`config.mk`:
```
export PLATFORM = sky130hd
export DESIGN_NAME = pipe_hazard_ctrl_flat
export DESIGN_NICKNAME = d
export VERILOG_FILES = /design/src/rtl/pipe_hazard_ctrl_if.sv /design/src/rtl/pipe_hazard_ctrl.sv /design/src/flat_wrapper.sv
export SDC_FILE = /design/constraint.sdc
export NUM_CORES = 1
export LEC_CHECK = 0
export ABC_AREA = 1
export BUFFER_PORTS_ARGS = -buffer_cell sky130_fd_sc_hd__buf_4
export CAP_MARGIN = 20
export CORE_MARGIN = 1.5
export CORE_UTILIZATION = 44
export CTS_CLUSTER_SIZE = 30
export DETAILED_ROUTE_END_ITERATION = 16
export PLACE_DENSITY_LB_ADDON = 0.15
export SYNTH_ARGS = -nofsm -noshare
export SYNTH_HDL_FRONTEND = slang
export SYNTH_SLANG_ARGS = --single-unit
```
`constraint.sdc`:
```
create_clock -name clk -period 1.86 [get_ports clk]
set_input_delay 0.093 -clock clk [delete_from_list [all_inputs] [get_ports clk]]
set_output_delay 0.093 -clock clk [all_outputs]
set_load 0.02 [all_outputs]
```
`src/rtl/pipe_hazard_ctrl_if.sv`:
```
// pipe_hazard_ctrl_if
//   Bundle of the hazard-controller signals exchanged with the pipeline.
//   master : pipeline side; drives the IF/ID and ID/EX instructions, the branch
//            resolution and the MDU done pulse, and receives the stall/flush controls.
//   slave  : hazard controller side.
//   Signals: id_instr, ex_instr, ex_br_taken, mdu_done          (pipeline -> ctrl)
//            stall_pc, stall_ifid, stall_idex, bubble_idex,
//            flush_ifid, mdu_start, mdu_err, stall_cnt          (ctrl -> pipeline)
interface pipe_hazard_ctrl_if #(
   parameter int unsigned CNT_W = 16
);
   logic [31:0]      id_instr;
   logic [31:0]      ex_instr;
   logic             ex_br_taken;
   logic             mdu_done;
   logic             stall_pc;
   logic             stall_ifid;
   logic             stall_idex;
   logic             bubble_idex;
   logic             flush_ifid;
   logic             mdu_start;
   logic             mdu_err;
   logic [CNT_W-1:0] stall_cnt;

   modport master (
      output id_instr, ex_instr, ex_br_taken, mdu_done,
      input  stall_pc, stall_ifid, stall_idex, bubble_idex, flush_ifid,
             mdu_start, mdu_err, stall_cnt
   );

   modport slave (
      input  id_instr, ex_instr, ex_br_taken, mdu_done,
      output stall_pc, stall_ifid, stall_idex, bubble_idex, flush_ifid,
             mdu_start, mdu_err, stall_cnt
   );
endinterface

```
`src/rtl/pipe_hazard_ctrl.sv`:
```
// pipe_hazard_ctrl
//   Hazard controller for a 5-stage RV32 pipeline: load-use interlock, taken
//   branch flush, and multi-cycle MDU sequencing with a timeout watchdog.
//   Ports:
//     clk  - pipeline clock, all state on the rising edge
//     rst  - synchronous active-high reset
//     hz   - pipe_hazard_ctrl_if.slave (instructions, branch, MDU handshake,
//            stall/flush controls, sticky MDU error, saturating stall counter)
//   Parameters:
//     MDU_TIMEOUT - MDU_BUSY cycles allowed before a forced abort
//     CNT_W       - stall counter width (must match the interface CNT_W)
module pipe_hazard_ctrl #(
   parameter int unsigned MDU_TIMEOUT = 64,
   parameter int unsigned CNT_W       = 16
) (
   input logic              clk,
   input logic              rst,
   pipe_hazard_ctrl_if.slave hz
);

   localparam logic [1:0] RUN       = 2'd0;
   localparam logic [1:0] MDU_BUSY  = 2'd1;
   localparam logic [1:0] MDU_DRAIN = 2'd2;

   localparam int unsigned BW = (MDU_TIMEOUT > 1) ? $clog2(MDU_TIMEOUT) : 1;
   localparam logic [BW-1:0] BUSY_LAST = BW'(MDU_TIMEOUT - 1);

   localparam logic [6:0] OP_LOAD  = 7'b0000011;
   localparam logic [6:0] OP_LUI   = 7'b0110111;
   localparam logic [6:0] OP_AUIPC = 7'b0010111;
   localparam logic [6:0] OP_JAL   = 7'b1101111;
   localparam logic [6:0] OP_REG   = 7'b0110011;
   localparam logic [6:0] OP_STORE = 7'b0100011;
   localparam logic [6:0] OP_BR    = 7'b1100011;

   logic [1:0]       state_q, state_nx;
   logic [BW-1:0]    busy_q;
   logic [CNT_W-1:0] cnt_q;
   logic             err_q;

   logic [6:0] ex_opc, id_opc;
   logic [4:0] ex_rd, id_rs1, id_rs2;
   logic       rs1_used, rs2_used, ld_use, mdu_op, busy_timeout;

   logic stall_pc_c, stall_ifid_c, stall_idex_c, bubble_c, flush_c, start_c;

   // Instruction fields not consulted by the hazard logic.
   logic unused_bits;
   assign unused_bits = ^{hz.id_instr[31:25], hz.id_instr[14:7], hz.ex_instr[24:12]};

   // ---------------- decode ----------------
   always_comb begin
      ex_opc   = hz.ex_instr[6:0];
      ex_rd    = hz.ex_instr[11:7];
      id_opc   = hz.id_instr[6:0];
      id_rs1   = hz.id_instr[19:15];
      id_rs2   = hz.id_instr[24:20];
      rs1_used = (id_opc != OP_LUI) && (id_opc != OP_AUIPC) && (id_opc != OP_JAL);
      rs2_used = (id_opc == OP_REG) || (id_opc == OP_STORE) || (id_opc == OP_BR);
      ld_use   = (ex_opc == OP_LOAD) && (ex_rd != 5'd0) &&
                 ((rs1_used && (id_rs1 == ex_rd)) || (rs2_used && (id_rs2 == ex_rd)));
      mdu_op   = (ex_opc == OP_REG) && (hz.ex_instr[31:25] == 7'b0000001);
   end

   assign busy_timeout = (state_q == MDU_BUSY) && !hz.mdu_done && (busy_q == BUSY_LAST);

   // ---------------- control outputs ----------------
   // Branch beats load-use beats MDU start in RUN; reset forces everything low.
   always_comb begin
      stall_pc_c   = 1'b0;
      stall_ifid_c = 1'b0;
      stall_idex_c = 1'b0;
      bubble_c     = 1'b0;
      flush_c      = 1'b0;
      start_c      = 1'b0;
      if (!rst) begin
         case (state_q)
            RUN: begin
               if (hz.ex_br_taken) begin
                  flush_c  = 1'b1;
                  bubble_c = 1'b1;
               end else if (ld_use) begin
                  stall_pc_c   = 1'b1;
                  stall_ifid_c = 1'b1;
                  bubble_c     = 1'b1;
               end else if (mdu_op) begin
                  start_c = 1'b1;
               end
            end
            MDU_BUSY: begin
               stall_pc_c   = 1'b1;
               stall_ifid_c = 1'b1;
               stall_idex_c = 1'b1;
            end
            // The MDU op is replaced by a bubble so it is not started again.
            MDU_DRAIN: bubble_c = 1'b1;
            default: ;
         endcase
      end
   end

   // ---------------- next state ----------------
   always_comb begin
      state_nx = state_q;
      case (state_q)
         RUN:       if (!hz.ex_br_taken && mdu_op) state_nx = MDU_BUSY;
         MDU_BUSY:  if (hz.mdu_done || busy_timeout) state_nx = MDU_DRAIN;
         MDU_DRAIN: state_nx = RUN;
         default:   state_nx = RUN;
      endcase
   end

   // ---------------- state ----------------
   always_ff @(posedge clk) begin
      if (rst) begin
         state_q <= RUN;
         busy_q  <= '0;
         cnt_q   <= '0;
         err_q   <= 1'b0;
      end else begin
         state_q <= state_nx;
         // Held at zero outside MDU_BUSY so each entry starts counting from 0.
         if (state_q == MDU_BUSY) busy_q <= busy_q + 1'b1;
         else                     busy_q <= '0;
         if (busy_timeout) err_q <= 1'b1;
         if (stall_pc_c && (cnt_q != '1)) cnt_q <= cnt_q + 1'b1;
      end
   end

   assign hz.stall_pc    = stall_pc_c;
   assign hz.stall_ifid  = stall_ifid_c;
   assign hz.stall_idex  = stall_idex_c;
   assign hz.bubble_idex = bubble_c;
   assign hz.flush_ifid  = flush_c;
   assign hz.mdu_start   = start_c;
   assign hz.mdu_err     = err_q;
   assign hz.stall_cnt   = cnt_q;

endmodule

```
`src/flat_wrapper.sv`:
```
// flat-port wrapper written by rule: the top's interface ports become plain ports
module pipe_hazard_ctrl_flat 
#(
   parameter int unsigned MDU_TIMEOUT = 64,
   parameter int unsigned CNT_W       = 16
)
  (clk, rst, hz_id_instr, hz_ex_instr, hz_ex_br_taken, hz_mdu_done, hz_stall_pc, hz_stall_ifid, hz_stall_idex, hz_bubble_idex, hz_flush_ifid, hz_mdu_start, hz_mdu_err, hz_stall_cnt);
  pipe_hazard_ctrl_if #(.CNT_W(CNT_W)) hz_i ();
  input logic clk;
  input logic rst;
  input wire logic [$bits(hz_i.id_instr)-1:0] hz_id_instr;
  input wire logic [$bits(hz_i.ex_instr)-1:0] hz_ex_instr;
  input wire logic [$bits(hz_i.ex_br_taken)-1:0] hz_ex_br_taken;
  input wire logic [$bits(hz_i.mdu_done)-1:0] hz_mdu_done;
  output wire logic [$bits(hz_i.stall_pc)-1:0] hz_stall_pc;
  output wire logic [$bits(hz_i.stall_ifid)-1:0] hz_stall_ifid;
  output wire logic [$bits(hz_i.stall_idex)-1:0] hz_stall_idex;
  output wire logic [$bits(hz_i.bubble_idex)-1:0] hz_bubble_idex;
  output wire logic [$bits(hz_i.flush_ifid)-1:0] hz_flush_ifid;
  output wire logic [$bits(hz_i.mdu_start)-1:0] hz_mdu_start;
  output wire logic [$bits(hz_i.mdu_err)-1:0] hz_mdu_err;
  output wire logic [$bits(hz_i.stall_cnt)-1:0] hz_stall_cnt;
  assign hz_i.id_instr = hz_id_instr;
  assign hz_i.ex_instr = hz_ex_instr;
  assign hz_i.ex_br_taken = hz_ex_br_taken;
  assign hz_i.mdu_done = hz_mdu_done;
  assign hz_stall_pc = hz_i.stall_pc;
  assign hz_stall_ifid = hz_i.stall_ifid;
  assign hz_stall_idex = hz_i.stall_idex;
  assign hz_bubble_idex = hz_i.bubble_idex;
  assign hz_flush_ifid = hz_i.flush_ifid;
  assign hz_mdu_start = hz_i.mdu_start;
  assign hz_mdu_err = hz_i.mdu_err;
  assign hz_stall_cnt = hz_i.stall_cnt;
  pipe_hazard_ctrl #(.MDU_TIMEOUT(MDU_TIMEOUT), .CNT_W(CNT_W)) u_core (.clk(clk), .rst(rst), .hz(hz_i));
endmodule
```
Yosys cells after proc, flatten, opt, wreduce, memory -nomap -nowiden
Cells that the tools add are included.
{"block": "totals", "ff_bits": 25, "latch_bits": 0, "ramBits": 0, "romBits": 0, "inputBits": 68, "out_inout_bits": 23, "wordCells": 65, "memories": 0}
{"block": "op_classes", "add_sub_neg": 2, "multipliers": 0, "div_mod_pow": 0, "magnitude_cmp": 0, "n_eq_ne": 17, "shifts": 0, "n_mux": 20, "n_bitwise": 1, "reduce_logical": 21}
{"cell": "== test 7 x 6 -> 1 bit (second input constant)", "count": 3}
{"cell": "adder 16 x 1 -> 16 bit (second input constant)", "count": 1}
{"cell": "inequality test 16 bit (second input constant)", "count": 1}
{"cell": "2-to-1 mux 1 bit", "count": 15}
{"cell": "logical AND 1 bit", "count": 11}
{"cell": "== test 5 bit", "count": 2}
{"cell": "== test 7 x 1 -> 1 bit (second input constant)", "count": 1}
{"cell": "== test 7 x 2 -> 1 bit (second input constant)", "count": 1}
{"cell": "== test 7 bit (second input constant)", "count": 1}
{"cell": "inequality test 7 x 5 -> 1 bit (second input constant)", "count": 1}
{"cell": "inequality test 7 x 6 -> 1 bit (second input constant)", "count": 1}
{"cell": "inequality test 7 bit (second input constant)", "count": 1}
{"cell": "adder 6 x 1 -> 6 bit (second input constant)", "count": 1}
{"cell": "== test 6 bit (second input constant)", "count": 1}
{"cell": "nonzero test 5 bit", "count": 1}
{"cell": "logical OR 1 bit", "count": 4}
{"cell": "2-to-1 mux 2 bit", "count": 2}
{"cell": "one-hot mux 1 bit (2 select lines)", "count": 2}
{"cell": "one-hot mux 2 bit (2 select lines)", "count": 1}
{"cell": "== test 2 x 1 -> 1 bit (second input constant)", "count": 1}
{"cell": "== test 2 bit (second input constant)", "count": 1}
{"cell": "zero test 1 bit", "count": 2}
{"cell": "zero test 2 bit", "count": 1}
{"cell": "inequality test 2 x 1 -> 1 bit (second input constant)", "count": 1}
{"cell": "other kinds (4)", "count": 4}

Depth between registers and ports, before layout
Gate-level depths: netlist of run 1.
{"block": "logic_depth", "ltp_word": 11, "mapped_depth": 13}

Least setup slack after synthesis of run 1
No wires, ideal clock.
{"block": "synth_timing", "kind": "register -> register", "start": "register u_core.cnt_q[0], in the netlist u_core.hz.stall_cnt[0]", "end": "register u_core.cnt_q[0], in the netlist u_core.hz.stall_cnt[0]", "t_arrival_ns": 1.704, "t_required_ns": 1.745, "setup_slack_ns": 0.040, "stages_incl_launch_ff": 10, "n_path_buf": 1, "synth_period_minus_slack_ns": 1.820, "path_cell_list": "dfxtp_1 ha_1 nand3_1 inv_2 nand3_2 nor3_2 nand2_2 buf_2 a21oi_1 nor2_1"}
{"block": "synth_between", "elab_chain_len": 2, "word_cells_on_any_way": 3, "cone_classes": "1 x add/sub; 1 x eq/ne; 1 x reduce/logical"}
{"element": "start, declared", "line_no": "pipe_hazard_ctrl.sv:38", "text": "logic [CNT_W-1:0] cnt_q;"}
{"element": "start signal, assigned", "line_no": "pipe_hazard_ctrl.sv:126", "text": "if (stall_pc_c && (cnt_q != '1)) cnt_q <= cnt_q + 1'b1;"}
{"element": "parallel branches: the longest is 2 deep, another holds adder 16 x 1 -> 16 bit"}
Parallel ways; which one is timed is not known.
A chain may end at the register's enable or synchronous reset.

Worst setup path in the final report of run 1
Same ends and word-level chain as after synthesis.

==> impl_metrics.csv, run 1 <==
group,metric,value,unit
outcome,status,"finished clean",
clock_network,cts-root-to-sink-buffers,2,
routing,antenna_left,0,
grt,grt_first_pass_wirelength,6910,um
grt,grt_util_all_layers,20.5,%
cells_and_area,fillCellCount,350,
routing,violation_count_after_the_first_detailed_routing_iteration,97,
floorplanning,die_area,4110,um^2
synth,dominantRegCellSynth,"dfxtp_1",
synth,ys_types,30,
routing,wl_per_cell,10.6,um
timing,min_period_over_period,89.6,%
grt,met3_layer_usage_reported_by_global_route,2.82,%
timing,rsz_0062_raised_after_global_routing,"no",
grt,grt_start_max_net_pins,21,
clock_network,cts_tree,"done",
synth,postSynthCellCount,244,
grt,grtUsageMet1,25.9,%
grt,grt_use_met2,35.7,%
timing,report.final.setup_viol,0,
floorplanning,core_region_area,3630,um^2
worst_setup_path,arrival_time_reported_for_the_critical_path_endpoint,1830,ps
worst_setup_path,cp-end-kind,"flop",
floorplanning,placementRows,22,
cells_and_area,final_nets,390,
clock_network,cts-buffers-inserted,3,
clock_network,holdBufCountCts,0,
timing,fin_crit,1670,ps
worst_hold_path,hold_depth,3,
synth,async_flop_share,0,%
floorplanning,pin_count,91,
grt,grt_pass1_vias,1686,
placement,gp_congestion,0.869,
synth,synth_top_area_share,30.4,%
clock_network,post_cts_resize_count,0,
worst_setup_path,setup.reg_to_reg.worst_slack,190,ps
synth,synth_enable_flop_cells,0,
floorplanning,chipHeight,64.1,um
worst_setup_path,cp_data_required_time,2020,ps
timing,hold_violations,0,
clock_network,insertion_delay,270,ps
placement,io_buffers,62,
cells_and_area,antenna-diode-count,0,
synth,synth_fp_nets,314,
worst_setup_path,cp_max_fo,8,
clock_network,cts_sinks,25,
timing,timing.max_slew.rel_slack,76.0,%
run,drv.max_cap_violation_count,0,
timing,timing.fmax,600,MHz
floorplanning,initial_utilization,45.2,%
synth,yosys_warnings,0,
worst_setup_path,rr_worst_depth,9,
clock_network,cts-root-buf,"clkbuf_8",
worst_hold_path,hold_class,"input pin to flop",
clock_network,cts_setup_buffers,0,
synth,syn_avg_cell_area,6.74,um^2
pwr,power-per-cell-area,430,nW/um^2
pwr,static-leakage-power,0.994,nW
timing,finalMaxSlewViolations,0,
routing,via_count,1773,
floorplanning,die-width,64.1,um
synth,synth.largest_area_cell,"dfxtp_1",
routing,vias_per_cell,4.83,
grt,initial_antenna_violation_count,0,
grt,grt.busiest_layer,"met2",
placement,detailedPlacementHpwl,3130,um
timing,fin_tns_setup,0,ps
synth,ys_seq_area_share,30.4,%
synth,synthTopCellsByArea,"dfxtp_1, nand2_1, nand3_1, xor2_1, nor2_1",
cells_and_area,layout-area-overhead-vs-synth,39.2,%
cells_and_area,final_layout_size_suffix_gt1_share,30.7,%
synth,ys_ff_latch,25,
routing,wl,3880,um
worst_setup_path,critPathKind,"flop to flop",
routing,drt_pre_antenna_iters,4,
timing,finalHoldWorstSlack,71.8,ps
worst_setup_path,cp-start-kind,"flop",
timing,clock_skew,8.49,ps
grt,globalRouteOverflowTotal,0,
clock_network,clk_pin_slew_worst_paths,80,ps
timing,worst_slew_pin_slew,356,ps
pwr,maximum_resistive_drop_on_vdd,0.000215,V
synth,syn-cell-area,1640,um^2
clock_network,cts_max_level,1,
routing,drt_drc_violations_left,0,
==> stage by stage <==
| stage | utilization, % | power, mW | std cells | worst slack (ps) | area (um^2) |
|---|---|---|---|---|---|
| 2_1_floorplan | - | 0.596 | 244 | 40.1 | 1640 |
| 3_3_place_gp | 61.7 | 0.675 | 363 | 240 | 2240 |
| 3_5_place_dp | 61.7 | 0.678 | 363 | 219 | 2240 |
| 4_1_cts | 63.0 | 0.995 | 367 | 206 | 2290 |
| 5_1_grt | 63.0 | 1.02 | 367 | 35.2 | 2290 |
| 6_report | 63.0 | 0.984 | 367 | 193 | 2290 |
==> per-layer routing <==
layer / part of all wire (%) / routed length, um / up-vias
met5: 0 / 0 / -
met3: 5.1 / 197 / 4
met4: 1.2 / 46 / 0
li1: - / - / 938
met1: 46 / 1800 / 787
met2: 47 / 1840 / 44
==> report_power, final <==
group | switching [mW] | internal [mW]
logic | 0.0547 | 0.0752
clock network | 0.167 | 0.153
registers | 0.00000275 | 0.535
total | 0.222 | 0.763
==> cell usage in the layout, fill, tap and decap left out, types with 3 or more instances in the layout <==
master	Yosys	layout
buf_4	2	77
nand2_1	51	51
nor2_1	30	30
nand3_1	27	27
inv_1	26	26
dfxtp_1	25	25
xor2_1	14	14
a21oi_1	12	12
nor3_1	10	10
a21oi_2	9	9
xnor2_1	6	6
nand4_1	4	4
nor4_1	4	4
inv_2	3	3
clkbuf_8	0	3
==> critical path, cell delays in order (launching register included) <==
cell,delay [ps]
dfxtp_1,340
ha_1,180
nand3_1,170
inv_2,110
nand3_2,100
nor3_2,130
nand2_2,160
buf_4,190
a21oi_1,140
nor2_1,60
==> state kept, by name (all words and copies together), names as in the netlist <==
name                 count
u_core.hz.mdu_err        1
u_core.hz.stall_cnt     16
u_core.busy_q            6
u_core.state_q           2
==> synthesized netlist by cell type (2+ instances only) <==
master,count
nor2_1,30
a21oi_1,12
o21ai_0,2
nor3_1,10
nand2_1,51
xnor2_1,6
dfxtp_1,25
nor4_1,4
buf_4,2
inv_2,3
ha_1,2
nand2_4,2
xor2_1,14
a21oi_2,9
nand4_1,4
nor3_2,2
nand3b_1,2
nand3_1,27
inv_1,26
==> layout make-up <==
type | count | area, um^2 | share of cell area (%)
flip-flops and latches | 25 | 500 | 21.9
repair buffers | 77 | 578 | 25.3
inverters | 30 | 113 | 4.92
well taps | 48 | 60.1 | 2.62
clock buffers | 4 | 45.0 | 1.97
multi-input cells | 183 | 992 | 43.4
==> final timing paths <==
kind / startpoint / endpoint
max: u_core.hz.stall_cnt[0] / u_core.hz.stall_cnt[0]
min reg2reg: u_core.busy_q[0] / u_core.busy_q[0]
max reg2reg: u_core.hz.stall_cnt[0] / u_core.hz.stall_cnt[0]
min: hz_mdu_done / u_core.state_q[1]
==> cell families after synthesis <==
group / share of synthesized area [%]
adders and majority gates: 1.52
xor gates and xnor gates: 10.7
AOI/OAI and AO/OA: 10.4
DFF: 30.4
and+or+nand+nor: 37.7
buffers and inverters: 9.21
Power figures use the tool's default switching activity.
==> run 2: changes to the inputs <==
--- a/config.mk
+++ b/config.mk
@@ -13,6 +13,7 @@
 export CTS_CLUSTER_SIZE = 30
 export DETAILED_ROUTE_END_ITERATION = 16
 export PLACE_DENSITY_LB_ADDON = 0.15
+export REMOVE_ABC_BUFFERS = 1
 export SYNTH_ARGS = -nofsm -noshare
 export SYNTH_HDL_FRONTEND = slang
 export SYNTH_SLANG_ARGS = --single-unit
==> impl_metrics.csv, run 2 (synthesis results as in run 1) <==
group,metric,value,unit
outcome,status,"finished clean",
floorplanning,pin_count,91,
timing,min_period_over_period,89.1,%
routing,drt_drc_violations_left,0,
cells_and_area,layout-area-overhead-vs-synth,38.8,%
routing,antenna_left,0,
cells_and_area,area_of_all_placed_cells_without_fillers,2280,um^2
floorplanning,placementRows,22,
worst_setup_path,cp_data_required_time,2070,ps
clock_network,cts_max_level,1,
worst_setup_path,critPathKind,"flop to flop",
floorplanning,initial_utilization,45.2,%
grt,grt_first_pass_wirelength,7210,um
clock_network,cts_setup_buffers,0,
timing,worst_slew_pin_slew,337,ps
routing,wl_per_cell,10.9,um
grt,grt_pass1_vias,1704,
worst_setup_path,rr_worst_depth,9,
cells_and_area,multi_input_comb_area,995,um^2
timing,hold_violations,0,
cells_and_area,final_nets,387,
run,drv.max_cap_violation_count,0,
worst_hold_path,hold_class,"input pin to flop",
timing,report.final.setup_viol,0,
timing,clock_skew,3.80,ps
clock_network,cts-root-to-sink-buffers,2,
timing,rsz_0062_raised_after_global_routing,"no",
grt,grt_util_all_layers,21.0,%
grt,initial_antenna_violation_count,0,
clock_network,holdBufCountCts,0,
worst_hold_path,hold_depth,3,
routing,via_count,1751,
timing,timing.max_slew.rel_slack,77.3,%
cells_and_area,flip_flop_count_of_the_largest_register_all_copies_and_words_added,16,
timing,fin_crit,1660,ps
grt,grt_start_max_net_pins,21,
clock_network,insertion_delay,260,ps
routing,vias_per_cell,4.81,
cells_and_area,antenna-diode-count,0,
cells_and_area,final-seq-area,500,um^2
floorplanning,die_area,4110,um^2
timing,timing.fmax,603,MHz
clock_network,clk_pin_slew_worst_paths,90,ps
floorplanning,core_region_area,3630,um^2
worst_setup_path,cp_max_fo,15,
pwr,maximum_resistive_drop_on_vdd,0.000373,V
timing,fin_tns_setup,0,ps
timing,final_critical_path_setup_slack,202,ps
clock_network,cts_tree,"done",
floorplanning,die-width,64.1,um
pwr,post_route_total_power,0.984,mW
pwr,static-leakage-power,0.988,nW
placement,gp_congestion,0.831,
cells_and_area,fillCellCount,347,
pwr,power-per-cell-area,431,nW/um^2
clock_network,post_cts_resize_count,0,
worst_setup_path,cp-start-kind,"flop",
clock_network,cts-root-buf,"clkbuf_8",
clock_network,cts_sinks,25,
placement,detailedPlacementHpwl,3090,um
worst_setup_path,arrival_time_reported_for_the_critical_path_endpoint,1860,ps
placement,io_buffers,62,
routing,wl,3970,um
cells_and_area,mostFrequentLayoutCells,"buf_4, nand2_1, nor2_1, nand3_1, inv_1",
grt,globalRouteOverflowTotal,0,
placement,dpl_worst_slack,231,ps
floorplanning,chipHeight,64.1,um
placement,placement.cell_area,2230,um^2
cells_and_area,final_layout_size_suffix_gt1_share,30.7,%
cells_and_area,layout_commonest_cell,"buf_4",
routing,violation_count_after_the_first_detailed_routing_iteration,62,
timing,finalMaxSlewViolations,0,
routing,drt_pre_antenna_iters,4,
clock_network,cts-buffers-inserted,3,
worst_setup_path,cp-end-kind,"flop",
-- run 2: changes by cell type in the layout (fill, tap and decap cells not counted), sizes merged --
cell	previous run	this run
buf	77	74
clkbuf	4	3
clkinv	1	2
-- run 2: power breakdown --
| part | internal (mW) | switching, mW |
|---|---|---|
| Clock | 0.150 | 0.169 |
| Sequential | 0.535 | 0.00000295 |
| Combinational | 0.0753 | 0.0555 |
-- run 2: final timing paths --
path                             end  slack, ps              startpoint
max reg2reg  u_core.hz.stall_cnt[14]        200  u_core.hz.stall_cnt[0]
max          u_core.hz.stall_cnt[14]        200  u_core.hz.stall_cnt[0]
min reg2reg         u_core.busy_q[0]        460        u_core.busy_q[0]
min                u_core.state_q[1]         70             hz_mdu_done
-- run 2: stage by stage --
step	utilization [%]	instances	hold WS, ps
2_1_floorplan	-	238	155
4_1_cts	62.7	364	70.8
5_1_grt	62.8	364	89.2
3_3_place_gp	61.5	360	344
3_5_place_dp	61.5	360	350
6_report	62.8	364	73.1
-- run 2: routing by layer --
metal	global-route usage [%]	up-vias	wire length, um
met1	28.7	779	2000
met2	36.3	38	1780
met5	0	-	0
met4	3.19	0	19
li1	-	932	-
met3	2.29	2	169
-- run 2: critical path: stages (launching register included) --
cell	delay (ps)
dfxtp_1	340
ha_1	170
nand3_1	140
inv_2	90
nand3_2	110
nor3_2	150
nand2_2	180
nand2_4	220
nand2_1	90
a21oi_2	110
-- run 2: area by class of cell --
cell class	instances	share of cell area [%]
Tap cell	48	2.63
Timing Repair Buffer	74	24.9
Inverter	30	4.93
Multi-Input combinational cell	183	43.6
Clock inverter	1	0.219
Clock buffer	3	1.81
Sequential cell	25	21.9
==> run 3: changes to the inputs <==
--- a/config.mk
+++ b/config.mk
@@ -12,7 +12,7 @@
 export CORE_UTILIZATION = 44
 export CTS_CLUSTER_SIZE = 30
 export DETAILED_ROUTE_END_ITERATION = 16
-export PLACE_DENSITY_LB_ADDON = 0.15
+export PLACE_DENSITY = 0.86
 export REMOVE_ABC_BUFFERS = 1
 export SYNTH_ARGS = -nofsm -noshare
 export SYNTH_HDL_FRONTEND = slang
==> impl_metrics.csv, run 3 (synthesis results as in run 1) <==
group,metric,value,unit
cells_and_area,mostFrequentLayoutCells,"buf_4, nand2_1, nor2_1, nand3_1, inv_1",
grt,grt_start_max_net_pins,21,
routing,via_count,1783,
clock_network,holdBufCountCts,0,
worst_setup_path,slowest_delay,350,ps
clock_network,cts-root-buf,"clkbuf_8",
pwr,power_frac_comb,13.4,%
clock_network,cts-root-to-sink-buffers,2,
floorplanning,placementRows,22,
routing,wl_met3,160,um
timing,report.final.setup_viol,0,
routing,drt_drc_violations_left,0,
pwr,power_report.internal_total,0.763,mW
pwr,power-per-cell-area,432,nW/um^2
cells_and_area,layout_commonest_cell,"buf_4",
routing,route.met2.wl,2110,um
timing,hold_violations,0,
routing,violation_count_after_the_first_detailed_routing_iteration,91,
routing,highest_layer,"met4",
pwr,post_route_total_power,0.987,mW
pwr,power.share.clock,32.5,%
routing,wl,4080,um
grt,globalRouteOverflowTotal,0,
cells_and_area,flip_flop_count_of_the_largest_register_all_copies_and_words_added,16,
floorplanning,die_area,4110,um^2
worst_setup_path,cp-end-kind,"primary output",
clock_network,cts_sinks,25,
floorplanning,pin_count,91,
timing,finalMaxSlewViolations,0,
clock_network,insertion_delay,270,ps
floorplanning,die-width,64.1,um
cells_and_area,layout-area-overhead-vs-synth,39.1,%
clock_network,clk_pin_slew_worst_paths,80,ps
cells_and_area,multi_input_comb_area,1000,um^2
worst_setup_path,worst_path_max_delay_cell,"dfxtp_1",
cells_and_area,antenna-diode-count,0,
pwr,static-leakage-power,0.988,nW
routing,drt_pre_antenna_iters,4,
floorplanning,initial_utilization,45.2,%
cells_and_area,fillCellCount,333,
grt,initial_antenna_violation_count,0,
timing,fin_crit,1690,ps
placement,io_buffers,62,
placement,dp_cells,360,
routing,wl_per_cell,11.2,um
timing,clock_skew,11.9,ps
cells_and_area,final-seq-area,500,um^2
timing,min_period_over_period,91.0,%
pwr,p_sw_share,22.7,%
timing,rsz_0062_raised_after_global_routing,"no",
worst_setup_path,cp_data_required_time,1770,ps
routing,antenna_left,0,
pwr,total_switching_power,0.224,mW
worst_setup_path,worstPathCellList,"nor2_1 -> inv_2 -> nor2_1 -> inv_2 -> nand2_4 -> buf_4",
timing,worst_slew_pin_slew,347,ps
clock_network,cts-buffers-inserted,3,
floorplanning,core_region_area,3630,um^2
pwr,maximum_resistive_drop_on_vdd,0.000317,V
worst_setup_path,critPathKind,"flop to primary output",
worst_setup_path,number_of_buffers_and_inverters_on_the_critical_path,3,
worst_setup_path,arrival_time_reported_for_the_critical_path_endpoint,1600,ps
clock_network,cts_setup_buffers,0,
placement,gp_congestion,0.900,
grt,grt_first_pass_wirelength,7270,um
worst_hold_path,hold_class,"input pin to flop",
timing,timing.max_slew.rel_slack,76.7,%
grt,grt_util_all_layers,21.9,%
timing,timing.fmax,591,MHz
cells_and_area,final_layout_size_suffix_gt1_share,30.1,%
cells_and_area,fin_cells,364,
worst_setup_path,cp_max_fo,20,
cells_and_area,final_nets,387,
pwr,power.share.sequential,54.1,%
clock_network,cts_max_level,1,
floorplanning,chipHeight,64.1,um
worst_setup_path,cpLargestDelayFamily,"simple AND/OR/NAND/NOR gates",
clock_network,cts_tree,"done",
placement,detailedPlacementHpwl,3190,um
timing,fin_tns_setup,0,ps
routing,met1_length,1740,um
outcome,status,"finished clean",
run,drv.max_cap_violation_count,0,
worst_setup_path,cp-start-kind,"flop",
grt,grt_pass1_vias,1733,
routing,vias_per_cell,4.90,
run 3: cell types whose count changed in the layout (fill, tap and decap cells not counted), sizes merged:
cell and change:
clkinv -1, clkbuf +1
run 3: worst paths after layout:
check                           endpoint  slack (ps)              startpoint  cells past startpoint
setup / recovery             hz_stall_pc         170       u_core.state_q[1]                      6
hold / removal         u_core.state_q[1]          60             hz_mdu_done                      3
setup reg to reg  u_core.hz.stall_cnt[6]         180  u_core.hz.stall_cnt[0]                      9
hold reg to reg         u_core.busy_q[0]         450        u_core.busy_q[0]                      1
run 3: layout make-up:
class | instances | area share, %
well taps | 48 | 2.63
inverters | 30 | 4.92
multi-input cells | 183 | 43.8
flip-flops and latches | 25 | 21.9
clock buffers | 4 | 1.97
repair buffers | 74 | 24.8
run 3: power by group through the flow:
stage          clock network, mW  logic, mW  registers (mW)
2_1_floorplan                  0     0.0419           0.547
3_3_place_gp                   0      0.128           0.547
3_5_place_dp                   0      0.132           0.547
4_1_cts                    0.332      0.132           0.535
5_1_grt                    0.344      0.147           0.535
6_report                   0.321      0.132           0.535
run 3: repair_timing:
item | in CTS | in global routing
resized for setup | 0 | 1
endpoints found under the hold margin | 0 | 0
setup endpoints to repair | 0 | 1
run 3: worst min-delay path, stage by stage:
cell	delay, ps
buf_4	80
nor3_1	50
nor2_1	70
run 3: through the flow:
stage          hold slack [ps]  area, um^2  setup WS (ps)  utilization, %
5_1_grt                    101        2290           7.89            62.9
2_1_floorplan              155        1610           40.8               -
6_report                  65.0        2290            168            62.9
4_1_cts                   59.6        2280            176            62.7
3_3_place_gp               340        2230            269            61.5
3_5_place_dp               337        2230            206            61.5
run 3: routing by layer:
metal | up-vias | global-route usage (%)
li1 | 934 | -
met1 | 799 | 25.5
met2 | 42 | 40.5
met3 | 8 | 3.87
met4 | 0 | 6.91
met5 | - | 0
